## config.mk

```make
export PLATFORM = sky130hd
export DESIGN_NAME = vsync_decoder
export DESIGN_NICKNAME = d
export VERILOG_FILES = /design/src/rtl/vsync_decoder_pkg.sv /design/src/rtl/vsync_decoder_rise_edge_det.sv /design/src/rtl/vsync_decoder.sv
export SDC_FILE = /design/constraint.sdc
export NUM_CORES = 1
export LEC_CHECK = 0
export CAP_MARGIN = 30
export CORE_ASPECT_RATIO = 1.2
export CORE_MARGIN = 2
export CORE_UTILIZATION = 45
export DETAILED_ROUTE_END_ITERATION = 10
export PLACE_DENSITY = 0.74
export SKIP_CTS_REPAIR_TIMING = 1
export SLEW_MARGIN = 10
export SYNTH_ARGS = -nofsm -noshare
export SYNTH_HDL_FRONTEND = slang
export SYNTH_SLANG_ARGS = --single-unit
```

## constraint.sdc

```tcl
create_clock -name clk -period 3.49 [get_ports clk]
set_input_delay 1.047 -clock clk [delete_from_list [all_inputs] [get_ports clk]]
set_output_delay 1.047 -clock clk [all_outputs]
set_load 0.005 [all_outputs]
```

## src/rtl/vsync_decoder_pkg.sv

```systemverilog
// ---------------------------------------------------------------------------
// vsync_decoder_pkg
//   Shared constants for the 640x480@60Hz vertical timing receive path and
//   the state encoding of the lock FSM. The timing generator uses the same
//   line constants, so both sides agree on frame geometry.
//
//   Contents:
//     VGA_*      vertical line constants of the 640x480 mode
//     VDEC_*     widths and lock depth used by the decoder
//     vdec_state_t  SEARCH=0, MEASURE=1, LOCKED=2
// ---------------------------------------------------------------------------
package vsync_decoder_pkg;

    localparam int VGA_LINES_TOTAL  = 525;
    localparam int VGA_PULSE_LINES  = 2;
    localparam int VGA_BP_LINES     = 35;
    localparam int VGA_VIS_END      = 515;

    localparam int VDEC_LOCK_FRAMES = 3;
    localparam int VDEC_CNT_BIT     = 10;
    localparam int VDEC_IDX_BIT     = 9;
    localparam int VDEC_PW_BIT      = 3;
    localparam int VDEC_GCNT_BIT    = 3;
    localparam int VDEC_ERRCNT_BIT  = 8;

    typedef enum logic [1:0] {
        SEARCH  = 2'd0,
        MEASURE = 2'd1,
        LOCKED  = 2'd2
    } vdec_state_t;

endpackage

```

## src/rtl/vsync_decoder_rise_edge_det.sv

```systemverilog
// ---------------------------------------------------------------------------
// rise_edge_det
//   One-register rising-edge detector for a level that is already
//   synchronous to clk. Shared by the vsync and hsync decoders.
//
//   Ports:
//     clk        in   clock
//     i_rst_n    in   asynchronous active-low reset
//     i_level    in   level to watch
//     o_level_q  out  level delayed by one cycle
//     o_rise     out  combinational: i_level high while the delayed copy is low
// ---------------------------------------------------------------------------
module rise_edge_det (
    input  logic clk,
    input  logic i_rst_n,
    input  logic i_level,
    output logic o_level_q,
    output logic o_rise
);

    logic r_level_q;

    always_ff @(posedge clk or negedge i_rst_n) begin
        if (!i_rst_n) begin
            r_level_q <= 1'b0;
        end else begin
            r_level_q <= i_level;
        end
    end

    assign o_level_q = r_level_q;
    assign o_rise    = i_level & ~r_level_q;

endmodule

```

## src/rtl/vsync_decoder.sv

```systemverilog
// ---------------------------------------------------------------------------
// vsync_decoder
//   Receive side of the 640x480@60Hz vertical timing. Counts line strobes
//   between vsync rising edges, checks frame length and vsync pulse width,
//   and declares lock after LOCK_FRAMES consecutive good frames. While
//   locked it regenerates the visible-line index and address enable for the
//   frame-buffer write path.
//
//   Ports:
//     clk          in   pixel clock
//     i_rst_n      in   asynchronous active-low reset
//     i_ven        in   one-cycle line strobe
//     i_vsync_enb  in   vsync level, active-high, synchronous to clk
//     o_locked     out  geometry verified
//     o_frame_en   out  one-cycle pulse after each frame start while locked
//     o_addr_enb   out  high on visible lines while locked
//     o_idx        out  visible line index, 0 outside the visible area
//     o_err        out  one-cycle pulse on a bad frame or a timeout
//     o_lines      out  line count of the last completed frame
//     o_err_cnt    out  saturating o_err pulse count (VSYNC_DEC_STATS_EN only)
//
//   Build option:
//     VSYNC_DEC_STATS_EN  adds o_err_cnt and its counter.
// ---------------------------------------------------------------------------
module vsync_decoder
    import vsync_decoder_pkg::*;
#(
    parameter int LINES_TOTAL = VGA_LINES_TOTAL,
    parameter int PULSE_LINES = VGA_PULSE_LINES,
    parameter int BP_LINES    = VGA_BP_LINES,
    parameter int VIS_END     = VGA_VIS_END,
    parameter int LOCK_FRAMES = VDEC_LOCK_FRAMES,
    parameter int CNT_BIT     = VDEC_CNT_BIT
) (
    input  logic                    clk,
    input  logic                    i_rst_n,
    input  logic                    i_ven,
    input  logic                    i_vsync_enb,
    output logic                    o_locked,
    output logic                    o_frame_en,
    output logic                    o_addr_enb,
    output logic [VDEC_IDX_BIT-1:0] o_idx,
    output logic                    o_err,
`ifdef VSYNC_DEC_STATS_EN
    output logic [VDEC_ERRCNT_BIT-1:0] o_err_cnt,
`endif
    output logic [CNT_BIT-1:0]      o_lines
);

    localparam int GCNT_LAST_I = LOCK_FRAMES - 1;

    localparam logic [CNT_BIT-1:0]       CNT_MAX   = '1;
    localparam logic [CNT_BIT-1:0]       CNT_NEAR  = CNT_MAX - 1'b1;
    localparam logic [CNT_BIT-1:0]       CNT_ONE   = {{(CNT_BIT-1){1'b0}}, 1'b1};
    localparam logic [CNT_BIT:0]         LEN_GOOD  = LINES_TOTAL[CNT_BIT:0];
    localparam logic [CNT_BIT-1:0]       BP_CNT    = BP_LINES[CNT_BIT-1:0];
    localparam logic [CNT_BIT-1:0]       VIS_CNT   = VIS_END[CNT_BIT-1:0];
    localparam logic [VDEC_PW_BIT-1:0]   PW_GOOD   = PULSE_LINES[VDEC_PW_BIT-1:0];
    localparam logic [VDEC_PW_BIT-1:0]   PW_MAX    = '1;
    localparam logic [VDEC_GCNT_BIT-1:0] GCNT_LAST = GCNT_LAST_I[VDEC_GCNT_BIT-1:0];

    logic                     w_vs_q;
    logic                     w_rise;
    logic [CNT_BIT:0]         w_len;
    logic [CNT_BIT-1:0]       w_len_sat;
    logic                     w_good;
    logic                     w_timeout;
    logic [VDEC_IDX_BIT-1:0]  w_idx;

    logic [CNT_BIT-1:0]       r_cnt;
    logic [VDEC_PW_BIT-1:0]   r_pw;
    vdec_state_t              r_state;
    logic [VDEC_GCNT_BIT-1:0] r_gcnt;
    logic                     r_err;
    logic                     r_frame_en;
    logic [CNT_BIT-1:0]       r_lines;

    rise_edge_det u_vs_edge (
        .clk       (clk),
        .i_rst_n   (i_rst_n),
        .i_level   (i_vsync_enb),
        .o_level_q (w_vs_q),
        .o_rise    (w_rise)
    );

    // A strobe coinciding with the edge still belongs to the ending frame
    // for length purposes, while it also starts the new frame's count.
    assign w_len     = {1'b0, r_cnt} + {{CNT_BIT{1'b0}}, i_ven};
    assign w_len_sat = w_len[CNT_BIT] ? CNT_MAX : w_len[CNT_BIT-1:0];
    assign w_good    = (w_len == LEN_GOOD) && (r_pw == PW_GOOD);

    // Fires only on the strobe that drives cnt into saturation, so a stuck
    // vsync produces exactly one error pulse rather than one per line.
    assign w_timeout = ~w_rise & i_ven & (r_cnt == CNT_NEAR);

    // Line counter and vsync pulse-width counter. Both saturate so a missing
    // or stuck vsync can never make them wrap back into a plausible range.
    always_ff @(posedge clk or negedge i_rst_n) begin
        if (!i_rst_n) begin
            r_cnt <= '0;
            r_pw  <= '0;
        end else begin
            if (w_rise) begin
                r_cnt <= i_ven ? CNT_ONE : '0;
            end else if (i_ven && (r_cnt != CNT_MAX)) begin
                r_cnt <= r_cnt + CNT_ONE;
            end

            if (w_rise) begin
                r_pw <= '0;
            end else if (w_vs_q && i_ven && (r_pw != PW_MAX)) begin
                r_pw <= r_pw + 1'b1;
            end
        end
    end

    // Lock FSM with its registered outputs. The first edge after SEARCH only
    // opens a measurement window; the frame ending at it is of unknown
    // origin and is not judged. A timeout overrides any edge handling.
    always_ff @(posedge clk or negedge i_rst_n) begin
        if (!i_rst_n) begin
            r_state    <= SEARCH;
            r_gcnt     <= '0;
            r_err      <= 1'b0;
            r_frame_en <= 1'b0;
            r_lines    <= '0;
        end else begin
            r_err      <= 1'b0;
            r_frame_en <= 1'b0;

            if (w_rise) begin
                r_lines <= w_len_sat;
            end

            if (w_timeout) begin
                r_state <= SEARCH;
                r_gcnt  <= '0;
                r_err   <= 1'b1;
            end else if (w_rise) begin
                case (r_state)
                    SEARCH: begin
                        r_state <= MEASURE;
                        r_gcnt  <= '0;
                    end
                    MEASURE: begin
                        if (w_good) begin
                            if (r_gcnt == GCNT_LAST) begin
                                r_state <= LOCKED;
                                r_gcnt  <= '0;
                            end else begin
                                r_gcnt <= r_gcnt + 1'b1;
                            end
                        end else begin
                            r_gcnt <= '0;
                            r_err  <= 1'b1;
                        end
                    end
                    LOCKED: begin
                        r_frame_en <= 1'b1;
                        if (!w_good) begin
                            r_state <= MEASURE;
                            r_gcnt  <= '0;
                            r_err   <= 1'b1;
                        end
                    end
                    default: begin
                        r_state <= SEARCH;
                        r_gcnt  <= '0;
                    end
                endcase
            end
        end
    end

`ifdef VSYNC_DEC_STATS_EN
    logic [VDEC_ERRCNT_BIT-1:0] r_err_cnt;

    // Counts each error pulse once it is visible on o_err; holds at full scale.
    always_ff @(posedge clk or negedge i_rst_n) begin
        if (!i_rst_n) begin
            r_err_cnt <= '0;
        end else if (r_err && (r_err_cnt != '1)) begin
            r_err_cnt <= r_err_cnt + 1'b1;
        end
    end

    assign o_err_cnt = r_err_cnt;
`endif

    // Index arithmetic is done at output width; the modular result equals
    // the truncated full-width difference.
    assign w_idx      = r_cnt[VDEC_IDX_BIT-1:0] - BP_CNT[VDEC_IDX_BIT-1:0];

    assign o_locked   = (r_state == LOCKED);
    assign o_addr_enb = o_locked && (r_cnt >= BP_CNT) && (r_cnt < VIS_CNT);
    assign o_idx      = o_addr_enb ? w_idx : '0;
    assign o_err      = r_err;
    assign o_frame_en = r_frame_en;
    assign o_lines    = r_lines;

endmodule
```

==> impl_metrics.py, run 1 <==
metrics = {
    "placement": {
        "port_buffers": 26,
        "post-dp-hpwl_um": 3170,
        "place_congestion": 0.800,
        "dp_slack_ns": -0.228,
        "dp_cells": 314,
    },
    "timing": {
        "hold_viol_final": 0,
        "worst_pin_slew_ns": 0.586,
        "relSlewSlack_pct": 60.7,
        "max_freq_mhz": 296,
        "fin_crit_sh_pct": 96.9,
        "setup_viol_count_final": 0,
        "drv_slew": 0,
        "period_minus_slack_ns": 3.38,
        "fin_skew_ns": 0.00516,
        "rsz0062_at_grt": "false",
        "setup_ws_ns": 0.109,
        "finalSetupTns_ns": 0,
    },
    "die": {
        "die-height_um": 78.0,
        "die_area_mm2": 0.00512,
        "chipWidth_um": 65.7,
        "initial_core_util_pct": 47.5,
        "num_io_pins": 27,
        "core-area_mm2": 0.00433,
        "row_count": 26,
    },
    "global_routing": {
        "grt_pass1_wl_um": 7690,
        "grt_antenna_before_repair": 0,
        "track_usage_pct": 19.0,
        "grt_max_degree": 32,
        "overflow": 0,
        "grt_pass1_vias": 1643,
    },
    "detailed_routing": {
        "dr.first_iter.drc_count": 69,
        "drt_wl_total_um": 4410,
        "drc": 0,
        "vias_per_cell": 5.47,
        "antenna_left": 0,
        "first_pass_iters": 4,
        "wl_per_cell_um": 13.7,
        "vias": 1760,
    },
    "hold_path": {
        "hold_start": "o_lines[8]",
        "hp-class": "flop to flop",
    },
    "synth": {
        "synth-seq-area-share_pct": 37.8,
        "yosysWarnings": 0,
        "synth-edff-count": 0,
        "synth-seq-cells": 31,
        "async_flop_share_pct": 100,
        "syn_area_per_cell_um2": 9.33,
        "syn_area_mm2": 0.00205,
        "synth_ff_type": "dfrtp_1",
        "syn_nets": 235,
        "yosysUniqueCellTypes": 56,
        "syn_inst": 220,
    },
    "finish": {
        "fin_cells": 322,
        "nNetsFinal": 280,
        "mostFrequentLayoutCells": "31 x dfrtp_1, 26 x clkdlybuf4s50_1, 23 x nor2_1, 23 x buf_4, 13 x nand2_1",
        "diodes": 0,
        "final_common_cell": "dfrtp_1",
        "drive_gt1_share_pct": 20.3,
        "area_growth_syn_to_layout_pct": 28.5,
    },
    "outcome": {
        "status": "completed",
    },
    "setup_path": {
        "path_class": "input pin to flop",
        "crit_fanout": 5,
        "crit_required_ns": 3.66,
        "crit_start": "i_ven",
        "cp-start-kind": "input pin",
        "crit_chain": "clkdlybuf4s50_1 -> ha_1 -> buf_4 -> nand2_2 -> nor3_2 -> or3b_2 -> a2111o_1 -> o31ai_4 -> mux2_2",
        "worstSetupEndpointType": "flop",
        "crit_slowest_cell": "a2111o_1",
        "timing.rr.start": "r_cnt[0]",
        "critPathMaxStageDelay_ns": 0.49,
        "critPathArrivalTime_ns": 3.55,
    },
    "clock_network": {
        "clkTransAtPathRegs_ns": 0.07,
        "tritoncts": "built",
        "cts_buffers": 5,
        "clock_latency_ns": 0.28,
        "cts.sinks": 31,
        "cts_max_level": 2,
        "clockRootBuffer": "clkbuf_8",
        "clockBufferDepth": 2,
    },
    "run": {
        "cap_violations": 0,
    },
    "power_and_ir_drop": {
        "power.density_mw_per_mm2": 423,
        "ir_worst_vdd_uv": 213,
        "p_total_mw": 1.12,
        "cellLeakagePower_nw": 1.18,
    },
}
power breakdown:
part | internal [mW] | switching [mW] | total, mW
sequential | 0.404 | 0.0338 | 0.438
clock | 0.180 | 0.134 | 0.314
combinational | 0.187 | 0.178 | 0.366
synthesized netlist by cell type, drive strengths merged, types with 2 or more instances:
cell type	instances	area share, %
ha	11	6.7
o21ai	11	2.7
nor3b	3	1.1
nand3	10	2.9
xor2	10	4.3
nor2	23	4.2
a22o	3	1.3
o21a	3	1.1
a21oi	9	2.2
dfrtp	31	38
and4	2	0.98
or3	4	1.3
clkbuf	3	0.55
nor4	3	0.91
mux2	2	1.1
nor2b	3	0.91
inv	10	1.8
a21o	2	0.73
o31ai	2	1.4
buf	9	3.0
nand4	4	1.2
a211o	2	0.91
o22a	6	2.6
nand2b	4	1.2
nand2	15	3.0
xnor2	8	3.4
nor3	8	2.2
a32o	2	0.98
path summary, 6_finish.rpt:
| check | to | slack (ns) | cells past startpoint |
|---|---|---|---|
| min | o_lines[8] | 0.48 | 2 |
| max in group asynchronous | o_err | 2.05 | 2 |
| min in group asynchronous | r_gcnt[1] | 1.14 | 2 |
| max | r_gcnt[0] | 0.11 | 9 |
| min reg2reg | o_lines[8] | 0.48 | 2 |
| max reg2reg | r_gcnt[0] | 0.81 | 9 |
flip-flops by register name, summed over array words and instances, names as in the netlist:
| register | cells |
|---|---|
| u_vs_edge.o_level_q | 1 |
| r_state | 2 |
| o_frame_en | 1 |
| o_err | 1 |
| r_cnt | 10 |
| r_pw | 3 |
| r_gcnt | 3 |
| o_lines | 10 |
through the flow:
stage	instance area, um^2	utilization [%]	hold slack (ns)
2_1_floorplan	2050	-	0.459
3_3_place_gp	2490	57.6	0.467
3_5_place_dp	2490	57.6	0.470
4_1_cts	2590	59.9	0.485
5_1_grt	2640	61.0	0.525
6_report	2640	61.0	0.479
worst max-delay path: cells and delay by family:
kind,cells,cell delay (ns)
AND/OR/NAND/NOR,3,0.59
AO/OA/AOI/OAI,2,0.72
buffers and inverters,2,0.59
multiplexers,1,0.35
adder cells (fa/ha/maj),1,0.24
cell families after synthesis:
kind of cell | Yosys count | synth area share, %
simple gates | 85 | 22.2
flops | 31 | 37.8
compound gates | 50 | 18.6
xor+xnor | 18 | 7.68
buf+inv | 22 | 5.36
mux | 3 | 1.58
fa+ha+maj | 11 | 6.70
layout make-up:
type	instances	area, um^2
Clock buffer	8	100
Fill cell	386	1690
Inverter	10	37.5
Multi-Input combinational cell	167	1210
Sequential cell	31	776
Tap cell	56	70.1
Timing Repair Buffer	50	444
metal layers:
layer | up-vias | global-route usage, % | wire, um
met5 | - | 0 | 0
li1 | 879 | - | -
met4 | 0 | 5.21 | 50
met3 | 7 | 4.20 | 152
met2 | 41 | 30.2 | 2080
met1 | 833 | 26.0 | 2130
Note: power is estimated with default switching activity, not from simulation.
==> run 2, diff against run 1 <==
--- a/config.mk
+++ b/config.mk
@@ -9,8 +9,10 @@
 export CORE_ASPECT_RATIO = 1.2
 export CORE_MARGIN = 2
 export CORE_UTILIZATION = 45
+export CTS_CLUSTER_DIAMETER = 100
 export DETAILED_ROUTE_END_ITERATION = 10
 export PLACE_DENSITY = 0.74
+export RECOVER_POWER = 50
 export SKIP_CTS_REPAIR_TIMING = 1
 export SLEW_MARGIN = 10
 export SYNTH_ARGS = -nofsm -noshare
==> impl_metrics.py, run 2 (synthesis results as in run 1) <==
metrics = {
    "timing": {
        "rsz0062_at_grt": "false",
        "max_freq_mhz": 297,
        "worst_hold_slack_ns": 0.480,
        "hold_viol_final": 0,
        "worst_pin_slew_ns": 1.65,
        "relSlewSlack_pct": -9.68,
        "period_minus_slack_ns": 3.37,
        "fin_crit_sh_pct": 96.6,
        "drv_slew": 32,
        "fin_skew_ns": 0.00567,
        "setup_viol_count_final": 0,
    },
    "placement": {
        "post-dp-hpwl_um": 3170,
        "place_congestion": 0.800,
        "port_buffers": 26,
    },
    "setup_path": {
        "r2r-end": "r_gcnt[0]",
        "path_class": "input pin to flop",
        "cp-start-kind": "input pin",
        "crit_required_ns": 3.66,
        "crit_slowest_cell": "a2111o_1",
        "cpLargestDelayFamily": "compound AO/OA/AOI/OAI gates",
        "reg2regPathDepth": 9,
        "path_buf_inv": 2,
        "timing.rr.start": "r_cnt[0]",
        "worstSetupEndpointType": "flop",
        "crit_fanout": 5,
        "regToRegSetupSlack_ns": 0.82,
        "critPathMaxStageDelay_ns": 0.49,
        "critPathArrivalTime_ns": 3.54,
        "crit_chain": "clkdlybuf4s50_1 -> ha_1 -> buf_4 -> nand2_2 -> nor3_2 -> or3b_2 -> a2111o_1 -> o31ai_4 -> mux2_2",
    },
    "run": {
        "cap_violations": 1,
    },
    "detailed_routing": {
        "drc": 0,
        "wl_per_cell_um": 13.6,
        "vias_per_cell": 5.44,
        "antenna_left": 0,
        "first_pass_iters": 4,
        "vias": 1752,
        "dr.first_iter.drc_count": 77,
        "drt_wl_total_um": 4390,
    },
    "global_routing": {
        "grt_max_degree": 32,
        "overflow": 0,
        "grt_pass1_wl_um": 7690,
        "grt_pass1_vias": 1643,
        "track_usage_pct": 19.0,
        "grt_antenna_before_repair": 0,
    },
    "clock_network": {
        "clockBufferDepth": 2,
        "cts.sinks": 31,
        "cts_buffers": 5,
        "clock_latency_ns": 0.28,
        "clkTransAtPathRegs_ns": 0.07,
        "clockRootBuffer": "clkbuf_8",
        "tritoncts": "built",
        "cts_max_level": 2,
    },
    "finish": {
        "final_common_cell": "dfrtp_1",
        "drive_gt1_share_pct": 18.8,
        "fin_util_pct": 60.6,
        "mostFrequentLayoutCells": "31 x dfrtp_1, 23 x nor2_1, 21 x clkdlybuf4s50_1, 19 x buf_4, 13 x nand2_1",
        "diodes": 0,
        "area_growth_syn_to_layout_pct": 27.8,
        "nFillCells": 389,
        "nNetsFinal": 280,
    },
    "hold_path": {
        "hold_end": "o_lines[8]",
        "hold_start": "o_lines[8]",
        "holdPathStages": 2,
        "hp-class": "flop to flop",
    },
    "outcome": {
        "violations": "capacitance limit, slew limit",
        "status": "finished with violations",
    },
    "power_and_ir_drop": {
        "ir_worst_vdd_uv": 212,
        "power.density_mw_per_mm2": 424,
        "cellLeakagePower_nw": 1.17,
    },
    "die": {
        "row_count": 26,
        "core-area_mm2": 0.00433,
        "initial_core_util_pct": 47.5,
        "die_area_mm2": 0.00512,
        "chipWidth_um": 65.7,
        "die-height_um": 78.0,
        "num_io_pins": 27,
    },
}
run 2: cell types whose count changed in the layout (fill, tap and decap cells not counted):
cell | previous run | this run
dlygate4sd3_1 | 0 | 5
clkbuf_1 | 1 | 5
clkdlybuf4s50_1 | 26 | 21
buf_4 | 23 | 19
run 2: how the worst max path moves through the flow:
stage | start | to | cells after the start
floorplan | i_ven | r_gcnt[0] | 9
detailed placement | i_ven | r_gcnt[0] | 10
global placement | i_ven | r_gcnt[2] | 10
global route | i_ven | r_gcnt[2] | 10
CTS | r_cnt[0] | o_idx[4] | 7
finish | i_ven | r_gcnt[0] | 9
run 2: worst reg2reg max path: stages (launching register included):
cell	delay (ns)
dfrtp_1	0.38
buf_4	0.17
ha_1	0.20
buf_4	0.14
nand2_2	0.10
nor3_2	0.06
or3b_2	0.44
a2111o_1	0.49
o31ai_4	0.23
mux2_2	0.35
run 2: area by class of cell:
| type | instances | area [um^2] | area share [%] |
|---|---|---|---|
| inverter | 10 | 37.5 | 1.43 |
| tap | 56 | 70.1 | 2.67 |
| multi-input combinational | 167 | 1210 | 46.2 |
| clock buffer | 8 | 100 | 3.81 |
| sequential | 31 | 776 | 29.6 |
| timing repair buffer | 50 | 429 | 16.4 |
run 2: metal layers:
layer	vias up	global-route usage [%]	part of all wire, %
li1	879	-	-
met1	829	26.0	48
met2	37	30.2	47
met3	7	4.20	3.4
met4	0	5.21	1.3
met5	-	0	0
run 2: through the flow:
stage               std cells  cell area, um^2  power, mW  setup TNS, ns  worst slack, ns
detailed placement        314             2490      0.795         -0.833           -0.228
CTS                       322             2590       1.11              0           0.0254
finish                    322             2620       1.11              0            0.119
floorplan                 220             2050      0.653              0            0.286
global placement          314             2490      0.790         -0.545           -0.153
global route              322             2620       1.18              0          0.00261
run 2: power breakdown:
part	total, mW	internal, mW	switching (mW)
clock	0.314	0.180	0.134
sequential	0.437	0.404	0.0337
combinational	0.360	0.182	0.178
